==> config.mk <==
export PLATFORM = sky130hd
export DESIGN_NAME = apb_rr_arbiter
export DESIGN_NICKNAME = d
export VERILOG_FILES = /design/src/rtl/apb_arb_pkg.sv /design/src/rtl/rr_pick.sv /design/src/rtl/apb_rr_arbiter.sv
export SDC_FILE = /design/constraint.sdc
export NUM_CORES = 1
export LEC_CHECK = 0
export CELL_PAD_IN_SITES_DETAIL_PLACEMENT = 1
export CELL_PAD_IN_SITES_GLOBAL_PLACEMENT = 1
export CORE_MARGIN = 10
export CORE_UTILIZATION = 24
export DETAILED_ROUTE_END_ITERATION = 7
export PLACE_DENSITY_LB_ADDON = 0.2
export SLEW_MARGIN = 10
export SYNTH_ARGS = -nofsm -noshare
export SYNTH_HDL_FRONTEND = slang
export SYNTH_SLANG_ARGS = --single-unit
export TNS_END_PERCENT = 100
==> constraint.sdc <==
create_clock -name clk -period 3.41 [get_ports clk]
set_input_delay 0.682 -clock clk [delete_from_list [all_inputs] [get_ports clk]]
set_output_delay 0.682 -clock clk [all_outputs]
set_load 0.01 [all_outputs]
==> src/rtl/apb_arb_pkg.sv <==
//------------------------------------------------------------------------------
// Module   : apb_arb_pkg
// Brief    : Shared types, defaults and helpers for the APB round-robin arbiter.
// Revision : 1.0 - initial release
//------------------------------------------------------------------------------
`default_nettype none

package apb_arb_pkg;

    // Bus sequencing states: IDLE picks a winner, SETUP/ACCESS run the APB phases.
    typedef enum logic [1:0] {
        IDLE   = 2'd0,
        SETUP  = 2'd1,
        ACCESS = 2'd2
    } arb_state_t;

    localparam int DEF_ADDR_W         = 32;
    localparam int DEF_DATA_W         = 32;
    localparam int DEF_TIMEOUT_CYCLES = 16;

    // Fold an index in [0, 2n) back into [0, n); enough for one round-robin lap.
    function automatic int wrap_idx(input int i, input int n);
        return (i >= n) ? (i - n) : i;
    endfunction

endpackage

`default_nettype wire

==> src/rtl/rr_pick.sv <==
//------------------------------------------------------------------------------
// Module   : rr_pick
// Brief    : Combinational round-robin picker. Returns the first eligible
//            requester at or after ptr+1 (wrapping) as one-hot and as an index.
// Revision : 1.0 - initial release
//------------------------------------------------------------------------------
`default_nettype none

module rr_pick
    import apb_arb_pkg::*;
#(
    parameter int NUM_REQ = 4,
    parameter int IDX_W   = 2
) (
    input  logic [NUM_REQ-1:0] eligible,
    input  logic [IDX_W-1:0]   ptr,
    output logic [NUM_REQ-1:0] winner,
    output logic [IDX_W-1:0]   win_idx
);

    logic             found;
    logic [IDX_W-1:0] cand;

    // Scan one full lap starting just after the last grant; first hit wins.
    always_comb begin
        winner  = '0;
        win_idx = '0;
        found   = 1'b0;
        cand    = '0;
        for (int k = 0; k < NUM_REQ; k++) begin
            cand = IDX_W'(wrap_idx(int'(ptr) + 1 + k, NUM_REQ));
            if (!found && eligible[cand]) begin
                found        = 1'b1;
                winner[cand] = 1'b1;
                win_idx      = cand;
            end
        end
    end

endmodule

`default_nettype wire

==> src/rtl/apb_rr_arbiter.sv <==
//------------------------------------------------------------------------------
// Module   : apb_rr_arbiter
// Brief    : Round-robin arbiter sharing one APB master port among NUM_REQ
//            requesters; sequences SETUP/ACCESS and returns read data plus a
//            one-cycle done pulse to the winner.
// Options  : APB_ARB_TIMEOUT_EN - abort ACCESS after TIMEOUT_CYCLES wait cycles
//            and complete with err_o=1.
// Revision : 1.0 - initial release
//------------------------------------------------------------------------------
`default_nettype none

module apb_rr_arbiter
    import apb_arb_pkg::*;
#(
    parameter int NUM_REQ        = 4,
    parameter int ADDR_W         = DEF_ADDR_W,
    parameter int DATA_W         = DEF_DATA_W,
    parameter int TIMEOUT_CYCLES = DEF_TIMEOUT_CYCLES
) (
    input  logic                      clk,
    input  logic                      reset,
    input  logic [NUM_REQ-1:0]        req_i,
    input  logic [NUM_REQ-1:0]        req_write_i,
    input  logic [NUM_REQ*ADDR_W-1:0] req_addr_i,
    input  logic [NUM_REQ*DATA_W-1:0] req_wdata_i,
    output logic [NUM_REQ-1:0]        gnt_o,
    output logic [NUM_REQ-1:0]        done_o,
    output logic [DATA_W-1:0]         rdata_o,
    output logic                      err_o,
    output logic                      psel_o,
    output logic                      penable_o,
    output logic                      pwrite_o,
    output logic [ADDR_W-1:0]         paddr_o,
    output logic [DATA_W-1:0]         pwdata_o,
    input  logic                      pready_i,
    input  logic [DATA_W-1:0]         prdata_i
);

    localparam int IDX_W = $clog2(NUM_REQ);

    // Elaboration-time guard on the supported parameter range.
    if (NUM_REQ < 2 || NUM_REQ > 8 || TIMEOUT_CYCLES < 1 || TIMEOUT_CYCLES > 255) begin : g_param_check
        $error("apb_rr_arbiter: parameter out of supported range");
    end

    arb_state_t          state, state_nxt;
    logic [IDX_W-1:0]    ptr;
    logic [IDX_W-1:0]    cur_idx;
    logic                cur_write;
    logic [ADDR_W-1:0]   addr_q;
    logic [DATA_W-1:0]   wdata_q;
    logic [NUM_REQ-1:0]  gnt;
    logic [NUM_REQ-1:0]  done;
    logic [DATA_W-1:0]   rdata_q;
    logic                err_q;
    logic [NUM_REQ-1:0]  eligible;
    logic [NUM_REQ-1:0]  win_onehot;
    logic [IDX_W-1:0]    win_idx;
    logic                timeout_hit;
    logic                xfer_end;
    logic                start;

    // A requester still showing its done pulse is dropping req_i this edge.
    assign eligible = req_i & ~done;
    assign start    = (state == IDLE) && (|eligible);
    assign xfer_end = (state == ACCESS) && (pready_i || timeout_hit);

    rr_pick #(
        .NUM_REQ (NUM_REQ),
        .IDX_W   (IDX_W)
    ) u_rr_pick (
        .eligible (eligible),
        .ptr      (ptr),
        .winner   (win_onehot),
        .win_idx  (win_idx)
    );

`ifdef APB_ARB_TIMEOUT_EN
    logic [7:0] wait_cnt;

    // Count ACCESS cycles without pready; restarts on every new transfer.
    always_ff @(posedge clk or posedge reset) begin
        if (reset) begin
            wait_cnt <= '0;
        end else if (state != ACCESS) begin
            wait_cnt <= '0;
        end else if (!pready_i) begin
            wait_cnt <= wait_cnt + 8'd1;
        end
    end

    assign timeout_hit = (state == ACCESS) && !pready_i &&
                         (wait_cnt == 8'(TIMEOUT_CYCLES - 1));
`else
    assign timeout_hit = 1'b0;
`endif

    // State register.
    always_ff @(posedge clk or posedge reset) begin
        if (reset) begin
            state <= IDLE;
        end else begin
            state <= state_nxt;
        end
    end

    // Next-state logic for the IDLE -> SETUP -> ACCESS -> IDLE sequence.
    always_comb begin
        state_nxt = state;
        case (state)
            IDLE:    if (start) state_nxt = SETUP;
            SETUP:   state_nxt = ACCESS;
            ACCESS:  if (xfer_end) state_nxt = IDLE;
            default: state_nxt = IDLE;
        endcase
    end

    // Request latch, grant, pointer and completion registers.
    always_ff @(posedge clk or posedge reset) begin
        if (reset) begin
            ptr       <= IDX_W'(NUM_REQ - 1);
            cur_idx   <= '0;
            cur_write <= 1'b0;
            addr_q    <= '0;
            wdata_q   <= '0;
            gnt       <= '0;
            done      <= '0;
            rdata_q   <= '0;
            err_q     <= 1'b0;
        end else begin
            done    <= '0;
            rdata_q <= '0;
            err_q   <= 1'b0;
            if (start) begin
                gnt       <= win_onehot;
                cur_idx   <= win_idx;
                cur_write <= req_write_i[win_idx];
                addr_q    <= req_addr_i[int'(win_idx)*ADDR_W +: ADDR_W];
                wdata_q   <= req_write_i[win_idx] ?
                             req_wdata_i[int'(win_idx)*DATA_W +: DATA_W] : '0;
            end
            if (xfer_end) begin
                ptr     <= cur_idx;
                gnt     <= '0;
                done    <= gnt;
                rdata_q <= (cur_write || timeout_hit) ? '0 : prdata_i;
                err_q   <= timeout_hit;
            end
        end
    end

    assign gnt_o     = gnt;
    assign done_o    = done;
    assign rdata_o   = rdata_q;
    assign err_o     = err_q;
    assign psel_o    = (state == SETUP) || (state == ACCESS);
    assign penable_o = (state == ACCESS);
    assign pwrite_o  = cur_write;
    assign paddr_o   = addr_q;
    assign pwdata_o  = wdata_q;

endmodule

`default_nettype wire

## After elaboration in Yosys (flattened, before gate mapping)

Cells that the tools add are included.

- Multiplexer cells: 42
- Add/subtract/negate cells: 8
- Bitwise operators: 5
- Shift operators: 2
- Reduce and logical (&&, ||, !) cells: 17
- Eq/ne operators: 4
- Magnitude comparators: 13

Operators by type and width:

| cell | number |
|---|---|
| $shiftx 128x8->32 | 2 |
| $ge 32x4->1 const B | 3 |
| $mux 32 | 3 |
| $mux 4 | 7 |
| $mux 2 | 10 |
| $lt 2x3->1 const B | 5 |
| $mux 1 | 12 |
| $or 4x4->4 | 3 |
| $bmux 1 s2 | 5 |
| $logic_and 1x1->1 | 9 |
| $add 3x2->4 const B | 2 |
| $demux 1 s2 | 4 |
| $ge 2x1->1 const B | 4 |
| $sub 2x1->2 const B | 4 |
| $pmux 2 s3 | 1 |
| $add 3x1->4 const B | 1 |
| $and 4x4->4 | 1 |
| $not 4->4 | 1 |
| $reduce_or 4->1 | 1 |
| $add 2x1->3 const B | 1 |
| $ge 3x3->1 const B | 1 |
| $logic_not 1->1 | 3 |
| $eq 2x1->1 const B | 1 |
| $eq 2x2->1 const B | 1 |
| 6 further kinds | 6 |

- Register bits after elaboration: 111
- Word-level logic and storage cells: 100
- Output and inout port bits: 108

## Logic depth before layout (Yosys ltp)

Gate-level depths: netlist (run 1).

- Depth in word-level cells: 18
- Depth in mapped cells: 13
- Depth with buffers taken out: 9

## Hierarchy

Synthesis (run 1) repeated with hierarchy kept, for this count alone.

- Cell total of the unflattened synthesis: 422
- Area, all modules: 6135.9 µm²

Modules (own cells, without submodules):

| module | area an instance (µm²) | times used | cells each | seq. area each (µm²) |
|---|---|---|---|---|
| apb_rr_arbiter | 5530.3 | 1 | 343 | 2780.2 |
| rr_pick | 605.6 | 1 | 79 | 0.0 |

## Least setup slack after synthesis (run 1)

No wires, ideal clock.

- Path type: flip-flop to flip-flop
- Start: register ptr[0]
- End: register wdata_q[10], in the netlist pwdata_o[10]
- Arrival: 3.234 ns
- Slack: 0.043 ns
- Data required time: 3.278 ns
- Clock period less this slack: 3.367 ns
- Cell stages (with the launch flop): 14
- Cell sequence: dfstp_2 > buf_2 > inv_1 > buf_2 > ha_1 > nor2_1 > mux4_2 > nor2b_4 > nor2_2 > mux2_2 > buf_6 > buf_6 > mux2i_1 > o221ai_2

- Word-level cells in the longest chain between the ends: 18
- Elaborated cells between the ends (all ways): 41
- Classes of those cells: 8 x add/sub; 4 x order compare; 1 x shift; 22 x mux; 6 x reduce/logical

Ends and longest elaborated chain:

| what | RTL line | source |
|---|---|---|
| start, declared | apb_rr_arbiter.sv:47 | `logic [IDX_W-1:0] ptr;` |
| start signal, assigned | apb_rr_arbiter.sv:121 | `ptr <= IDX_W'(NUM_REQ - 1);` |
| start signal, assigned | apb_rr_arbiter.sv:143 | `ptr <= cur_idx;` |
| $add 2x1->3 (*) | rr_pick.sv:31 | `cand = IDX_W'(wrap_idx(int'(ptr) + 1 + k, NUM_REQ));` |
| parallel branches: the longest is 13 deep, another holds $ge 32x4->1 | -- |  |
| $mux 2 (*) | rr_pick.sv:32 | `if (!found && eligible[cand]) begin` |
| parallel branches: the longest is 2 deep, another holds $shiftx 128x8->32 | -- |  |
| $mux 32 (*) | apb_rr_arbiter.sv:139 | `wdata_q <= req_write_i[win_idx] ?` |
| end signal, assigned | apb_rr_arbiter.sv:139 |  |
| end, declared | apb_rr_arbiter.sv:51 | `logic [DATA_W-1:0] wdata_q;` |

Every way passes the cells marked *. The select of a mux whose other input is x is not followed.
A chain may end at the register's enable or synchronous reset.

## Worst setup path in the final report (run 1)

- Start: register ptr[0]
- End: register wdata_q[12], in the netlist pwdata_o[12]

Same word-level chain as after synthesis.

==> results of run 1 <==
==> area by class of cell <==
cell class / count / share of cell area [%]
Timing Repair Buffer: 447 / 39.6
Multi-Input combinational cell: 399 / 29.1
Sequential cell: 111 / 24.6
Tap cell: 335 / 3.71
Clock buffer: 9 / 1.99
Clock inverter: 7 / 0.765
Inverter: 5 / 0.199
Antenna cell: 3 / 0.0665
==> final timing paths <==
kind	start	endpoint	slack (ns)
max in group asynchronous	reset	paddr_o[24]	1.91
min in group asynchronous	reset	pwdata_o[2]	0.63
worst min-delay path	pwdata_o[21]	pwdata_o[21]	0.49
worst max register to register	ptr[0]	pwdata_o[12]	0.17
worst max-delay path	ptr[0]	pwdata_o[12]	0.17
worst min register to register	pwdata_o[21]	pwdata_o[21]	0.49
==> routing by layer <==
layer / vias up / global-route usage (%)
met5: - / 0
met4: 0 / 3.87
met3: 18 / 7.28
met2: 231 / 30.2
met1: 2980 / 19.4
li1: 2905 / -
==> worst max-delay path, stage by stage (launching register included) <==
cell and delay, ns:
sky130_fd_sc_hd__dfstp_2 0.54, sky130_fd_sc_hd__inv_1 0.08, sky130_fd_sc_hd__ha_1 0.24, sky130_fd_sc_hd__nor2_1 0.25
sky130_fd_sc_hd__mux4_2 0.58, sky130_fd_sc_hd__nor3_1 0.18, sky130_fd_sc_hd__buf_4 0.15, sky130_fd_sc_hd__nor2_2 0.04
sky130_fd_sc_hd__mux2_8 0.39, sky130_fd_sc_hd__buf_12 0.21, sky130_fd_sc_hd__mux2i_2 0.30, sky130_fd_sc_hd__o221ai_2 0.12
==> where the power goes <==
part / total [mW] / switching (mW) / leakage (nW) / internal, mW
Clock: 1.13 / 0.604 / 0.151 / 0.531
Combinational: 6.62 / 3.27 / 3.25 / 3.36
Sequential: 2.05 / 0.259 / 1.44 / 1.79
==> placed cells by master (no fill, tap or decap), types with 6 or more instances in the layout <==
cell type and n:
sky130_fd_sc_hd__clkdlybuf4s50_1 405, sky130_fd_sc_hd__mux2i_1 132, sky130_fd_sc_hd__dfrtp_1 109, sky130_fd_sc_hd__nand2_1 75
sky130_fd_sc_hd__o221ai_1 45, sky130_fd_sc_hd__buf_4 34, sky130_fd_sc_hd__and2_1 32, sky130_fd_sc_hd__o221ai_2 18
sky130_fd_sc_hd__ha_1 11, sky130_fd_sc_hd__nor2_1 9, sky130_fd_sc_hd__nand3_1 9, sky130_fd_sc_hd__clkbuf_16 9
sky130_fd_sc_hd__buf_12 8, sky130_fd_sc_hd__o21ai_0 6
==> registers in the layout (all words and copies together), names as in the netlist <==
| name | count |
|---|---|
| gnt_o | 4 |
| cur_idx | 2 |
| done_o | 4 |
| paddr_o | 32 |
| ptr | 2 |
| rdata_o | 32 |
| pwrite_o | 1 |
| state | 2 |
| pwdata_o | 32 |
==> cells by family (layout without fill, tap and decap cells) <==
family	count (synthesis)	in the layout	synth area share, %
compound gates	97	97	14.6
simple gates	150	150	11.5
other cells	1	4	0.0589
mux	140	140	22.7
flops	111	111	43.6
fa+ha+maj	11	11	2.16
buf+inv	49	468	5.38
==> metrics by stage <==
stage	std cells	cell area (sq um)
final	1316	11300
after global routing	1315	11300
after CTS	1313	11300
after detailed placement	1297	11000
after global placement	1297	11000
after floorplan	559	6370
==> results summary, run 1 <==
The run finished with clean final reports. The full die area is 0.0335 sq mm. The number of nets in the synthesized netlist is 869.

The post-route clock period utilization came out at 94.9%. The half-perimeter wire length after placement came out at 24400 um. The TritonCTS clock tree is yes. In the post-synthesis netlist, the cell with the most instances is sky130_fd_sc_hd__mux2i_1. The synthesized area divided by synthesized cell count came out at 11.4 sq um. The cell row count is 59. The max-capacitance violation count came out at 0. The post-route total power came out at 9.81 mW. By count the netlist is led by sky130_fd_sc_hd__mux2i_1, sky130_fd_sc_hd__dfrtp_1, sky130_fd_sc_hd__nand2_1, sky130_fd_sc_hd__o221ai_1, sky130_fd_sc_hd__and2_1.

The initial core utilization came out at 24.4%. The post-placement worst setup slack came out at 0.0289 ns. The post-synthesis async set-or-reset flop share is 100%. The sum of negative setup slack is 0 ns.

Global routing used 17.4% of the available tracks. The global route total overflow is 0. The via count of the first global-routing pass came to 6971. The layout net count came out at 1283. The netlist uses 45 different library cells. After detailed routing, the number of remaining DRC violations is 0. Post-CTS timing repair inserted 0 buffers for setup. The met3 wirelength from detailed routing came out at 2900 um. The standard cell core area came out at 0.0261 sq mm. At the end of the flow the core is filled with cells to 43.3%.

The total of endpoints with negative setup slack in the final report came out at 0. The power density over cell area is 868 mW/mm^2. The fill cell instance count of the final layout came out at 2867. The number of H-tree levels came out at 3. The number of ports placed on the die boundary is 407. During synthesis, Yosys emitted a total of 0 warnings. The post-cts resize count is 0. The detailed router used layers up to and including met4. The most used flip-flop cell after synthesis is sky130_fd_sc_hd__dfrtp_1. The final hold violation count came out at 0. Registers take 0.00278 sq mm. The clock latency at the later pin of the worst-skew pair is 0.36 ns. The number of flops mapped to enable cells by yosys came out at 0. The final setup skew is 0.0139 ns. Dividing the detail-routed wire length by the instance count gives 23.0 um. The worst setup path is launched from a flop. The met2 wirelength from detailed routing came out at 15500 um. The overall die height is 183 um. The number of instances in the synthesized netlist came out at 559. The via count came out at 6134. The final worst setup slack came out at 0.173 ns. The highest ir drop seen on vdd is 436 uV. The worst hold path belongs to the class flop to flop. sky130_fd_sc_hd__dfrtp_1 takes more of the synthesized area than any other cell. The detailed-routing wirelength on met1 came out at 11500 um. Setup repair after global routing left no endpoint under its margin. The worst slew slack as a fraction of its limit is 53.3%. Of the synthesized area, sequential elements account for 43.6%.

The area share of the leading cell type in the synthesized netlist is 42.8%. Along the worst path, the maximum fanout reaches 24. Subtracting the final worst setup slack from the clock period gives 3.24 ns. The largest buffer count on any clock path is 2. In the routed layout, each cell is associated on average with a via count of 4.66. The category of the worst setup path capture point is a flop.

By startpoint and endpoint, the worst setup path is classified as flop to flop. The data required time at the worst endpoint came out at 3.65 ns. The count of cells along the worst hold path is 2. The number of nets still failing antenna checks after routing is 0.

The root buffer cell is sky130_fd_sc_hd__clkbuf_16. The growth of design area from synthesis to finish came out at 77.2%. The largest net degree at the start of global routing came out at 99. Buffers inserted during clock tree synthesis total 9. Routability-driven placement finished with a final weighted congestion of 0.773. The number of design-rule violations left by the first detailed-router iteration came out at 257.

Cells with a size suffix above 1 make up 9.61% of the layout. Summed over all cells, the static leakage comes to 4.84 nW. Before antenna repair, the detailed router went through 4 iterations. The width of the chip came out at 183 um. Final hold analysis gives a worst-case slack of 0.490 ns. In this run, synthesis produced a sequential element count of 111. At the worst endpoint, the arrival time is 3.48 ns. The first global-routing pass estimated 44700 um of wire. The number of hold buffers added after CTS was 0. After synthesis the cells add up to 0.00637 sq mm. Ranked by total cell area, the synthesized netlist is headed by sky130_fd_sc_hd__dfrtp_1, sky130_fd_sc_hd__mux2i_1, sky130_fd_sc_hd__o221ai_1. The sink count of the clock tree came out at 111. The count of buffers inserted at the top-level ports is 405. The number of antenna violations at the first check in global routing is 2. In the final layout, the multi-input gates occupy 0.00328 sq mm. The clock transition at the registers of the reported paths is 0.09 ns. For the pin with the worst max-slew slack, the measured transition is 0.696 ns. The number of slew-limit violations in the final report is 0.

The final layout contains routed wiring with a total length of 30200 um. For the worst flop-to-flop path, the logic depth is 11. The maximum clock frequency came out at 309 MHz.
No activity file was read; power rests on OpenSTA's default activity.
==> run 2: changes to the inputs <==
- GPL_TIMING_DRIVEN: default -> 0
- SLEW_MARGIN: 10 -> 25
==> run 2 against run 1 <==
Sequential share of layout area down 1.2 points. Wire length up 6.5%. Fmax down 2.5%. Register-to-register slack worse by 0.08 ns.
==> results summary, run 2 (synthesized netlist as in run 1, its figures left out) <==
Run status: completed (unchanged). The largest net degree at the start of global routing came out at 28 (was 99). The layout net count is 1302 (was 1283). The final weighted congestion of routability-driven global placement came out at 0.799 (was 0.773). The power density over cell area came out at 943 mW/mm^2 (was 868 mW/mm^2). The maximum clock frequency is 301 MHz (was 309 MHz). The leakage power of the design was 4.96 nW (was 4.84 nW).

The overall die height came out at 183 um (unchanged). The count of buffers inserted at the top-level ports is 405 (unchanged). The global-route wire length before repair is 46600 um (was 44700 um).

The clock transition at the registers of the reported paths is 0.09 ns (about the same). The number of H-tree levels came out at 3 (unchanged). The total track usage was 18.4% (was 17.4%).

The utilization after layout is 45.6% (was 43.3%). The data required time at the worst endpoint was 3.64 ns (was 3.65 ns). The standard cell core area is 0.0261 sq mm (unchanged). The final worst setup slack came to 0.0906 ns (was 0.173 ns). The final hold violation count is 0 (unchanged).

The number of slew-limit violations in the final report is 0 (unchanged). The total wire length came out at 32200 um (was 30200 um). The total of endpoints with negative setup slack in the final report was 0 (unchanged). The sum of negative setup slack came out at 0 ns (unchanged). The actual slew at the worst max-slew pin is 0.656 ns (was 0.696 ns). The worst slew slack as a fraction of its limit is 56.0% (was 53.3%). The half-perimeter wire length after placement came to 26300 um (was 24400 um). The DRC violation count after routing is 0 (unchanged). The max-capacitance violation count is 0 (unchanged).

The proportion of layout cells with a drive suffix above 1 came out at 14.3% (was 9.61%). The width of the chip came out at 183 um (unchanged). The most common cell after layout, fill and taps aside is sky130_fd_sc_hd__clkdlybuf4s50_1 (unchanged). The number of antenna violations at the first check in global routing came to 2 (unchanged). The class of the tightest hold or removal check is flop to flop (unchanged). The TritonCTS clock tree is yes (unchanged). The growth of design area from synthesis to finish is 86.5% (was 77.2%). The sink count of the clock tree is 111 (unchanged). The detailed-route vias per instance came out at 4.73 (was 4.66). The cell row count is 59 (unchanged). The largest buffer count on any clock path came out at 2 (unchanged).

The category of the worst setup path capture point was a flop (unchanged). The via count is 6301 (was 6134). The category of the most critical setup path is flop to flop (unchanged). Highest-count cells in the layout ignoring fill and taps: sky130_fd_sc_hd__clkdlybuf4s50_1, sky130_fd_sc_hd__dfrtp_1, sky130_fd_sc_hd__mux2i_1 (was sky130_fd_sc_hd__clkdlybuf4s50_1, sky130_fd_sc_hd__mux2i_1, sky130_fd_sc_hd__dfrtp_1). The final setup skew is 0.0131 ns (was 0.0139 ns). The number of ports placed on the die boundary is 407 (unchanged). The global route total overflow came to 0 (unchanged).

The worst hold margin came out at 0.493 ns (was 0.490 ns). The critical path arrival came out at 3.55 ns (was 3.48 ns). The routed wire length per instance is 24.1 um (was 23.0 um). The root buffer cell was sky130_fd_sc_hd__clkbuf_16 (unchanged). The hold buffer count at cts is 0 (unchanged). The startpoint class of the critical path is a flop (unchanged). The post-route total power came out at 11.2 mW (was 9.81 mW). The full die area is 0.0335 sq mm (unchanged). The clock latency at the later pin of the worst-skew pair is 0.38 ns (was 0.36 ns).

The number of buffers created by CTS is 9 (unchanged). The post-layout minimum cycle time is 3.32 ns (was 3.24 ns). The peak fanout along the critical path came to 13 (was 24). The number of nets still failing antenna checks after routing was 0 (unchanged). The number of design-rule violations left by the first detailed-router iteration came out at 331 (was 257). The length of the first detailed-routing pass in iterations is 4 (unchanged). The post-route clock period utilization came to 97.3% (was 94.9%).

The initial core utilization was 24.4% (unchanged). The via count of the first global-routing pass is 7231 (was 6971). The highest ir drop seen on vdd came out at 447 uV (was 436 uV). The post-placement worst setup slack came out at -0.793 ns (was 0.0289 ns).
run 2: cell count changes in the layout (fill, tap and decap cells not counted), moves of 3 or more:
cell                       change
sky130_fd_sc_hd__clkbuf_1     +10
sky130_fd_sc_hd__buf_4        -20
sky130_fd_sc_hd__mux2i_2      +17
sky130_fd_sc_hd__buf_12        +5
sky130_fd_sc_hd__inv_6         -3
sky130_fd_sc_hd__clkbuf_2      +6
sky130_fd_sc_hd__mux2i_4      +11
sky130_fd_sc_hd__mux2i_1      -28
sky130_fd_sc_hd__nor2_4        +3
sky130_fd_sc_hd__buf_6         +9
sky130_fd_sc_hd__buf_16        +3
run 2: worst max-delay path, stage by stage (launching register included):
cell	delay (ns)
sky130_fd_sc_hd__dfstp_2	0.56
sky130_fd_sc_hd__buf_6	0.13
sky130_fd_sc_hd__inv_2	0.06
sky130_fd_sc_hd__buf_8	0.15
sky130_fd_sc_hd__ha_4	0.18
sky130_fd_sc_hd__nor2_4	0.12
sky130_fd_sc_hd__mux4_2	0.57
sky130_fd_sc_hd__nor3_4	0.23
sky130_fd_sc_hd__nor2_4	0.07
sky130_fd_sc_hd__mux2_4	0.31
sky130_fd_sc_hd__buf_4	0.15
sky130_fd_sc_hd__buf_12	0.14
sky130_fd_sc_hd__buf_12	0.15
sky130_fd_sc_hd__mux2i_2	0.22
sky130_fd_sc_hd__o221ai_1	0.14
run 2: path summary, 6_finish.rpt:
path / depth (start not counted) / slack (ns) / start / end
hold reg to reg: 2 / 0.49 / paddr_o[30] / paddr_o[30]
max in group asynchronous: 5 / 1.90 / reset / paddr_o[23]
hold / removal: 2 / 0.49 / paddr_o[30] / paddr_o[30]
setup / recovery: 14 / 0.09 / ptr[0] / paddr_o[8]
setup reg to reg: 14 / 0.09 / ptr[0] / paddr_o[8]
min in group asynchronous: 2 / 0.66 / reset / rdata_o[20]
run 2: metal layers:
metal  share of wire [%]  global-route usage (%)  vias up  routed length, um
met5               0.022                       0        -                  7
met4                 1.2                    3.39        2                388
met2                  52                    33.3      229              16700
li1                    -                       -     2947                  -
met3                 8.2                    6.73       19               2650
met1                  39                    20.2     3104              12400
run 2: final cells by class:
type / instances / area, sq um
Clock buffer: 9 / 225
Fill cell: 2820 / 14200
Clock inverter: 7 / 98.8
Antenna cell: 1 / 2.50
Buffer: 43 / 453
Timing Repair Buffer: 423 / 4300
Sequential cell: 111 / 2780
Inverter: 5 / 22.5
Multi-Input combinational cell: 399 / 3580
Tap cell: 335 / 419
run 2: timing repair:
action                                  4_1_cts  5_1_grt
gates cloned                                  1        0
endpoints found under the setup margin       67       66
resized for setup                            70       38
pin swaps                                     5        4
endpoints found under the hold margin         0        0
setup buffers                                 7        5
run 2: per-stage QoR:
stage | area [sq um] | cells
3_5_place_dp | 11000 | 1304
3_3_place_gp | 10800 | 1299
4_1_cts | 11700 | 1328
5_1_grt | 11900 | 1332
6_report | 11900 | 1333
2_1_floorplan | 6370 | 559
run 2: where the power goes:
part / leakage (nW) / internal (mW) / switching (mW)
Combinational: 3.37 / 4.15 / 3.84
Clock: 0.157 / 0.547 / 0.634
Sequential: 1.44 / 1.79 / 0.249
Total: 4.96 / 6.49 / 4.72
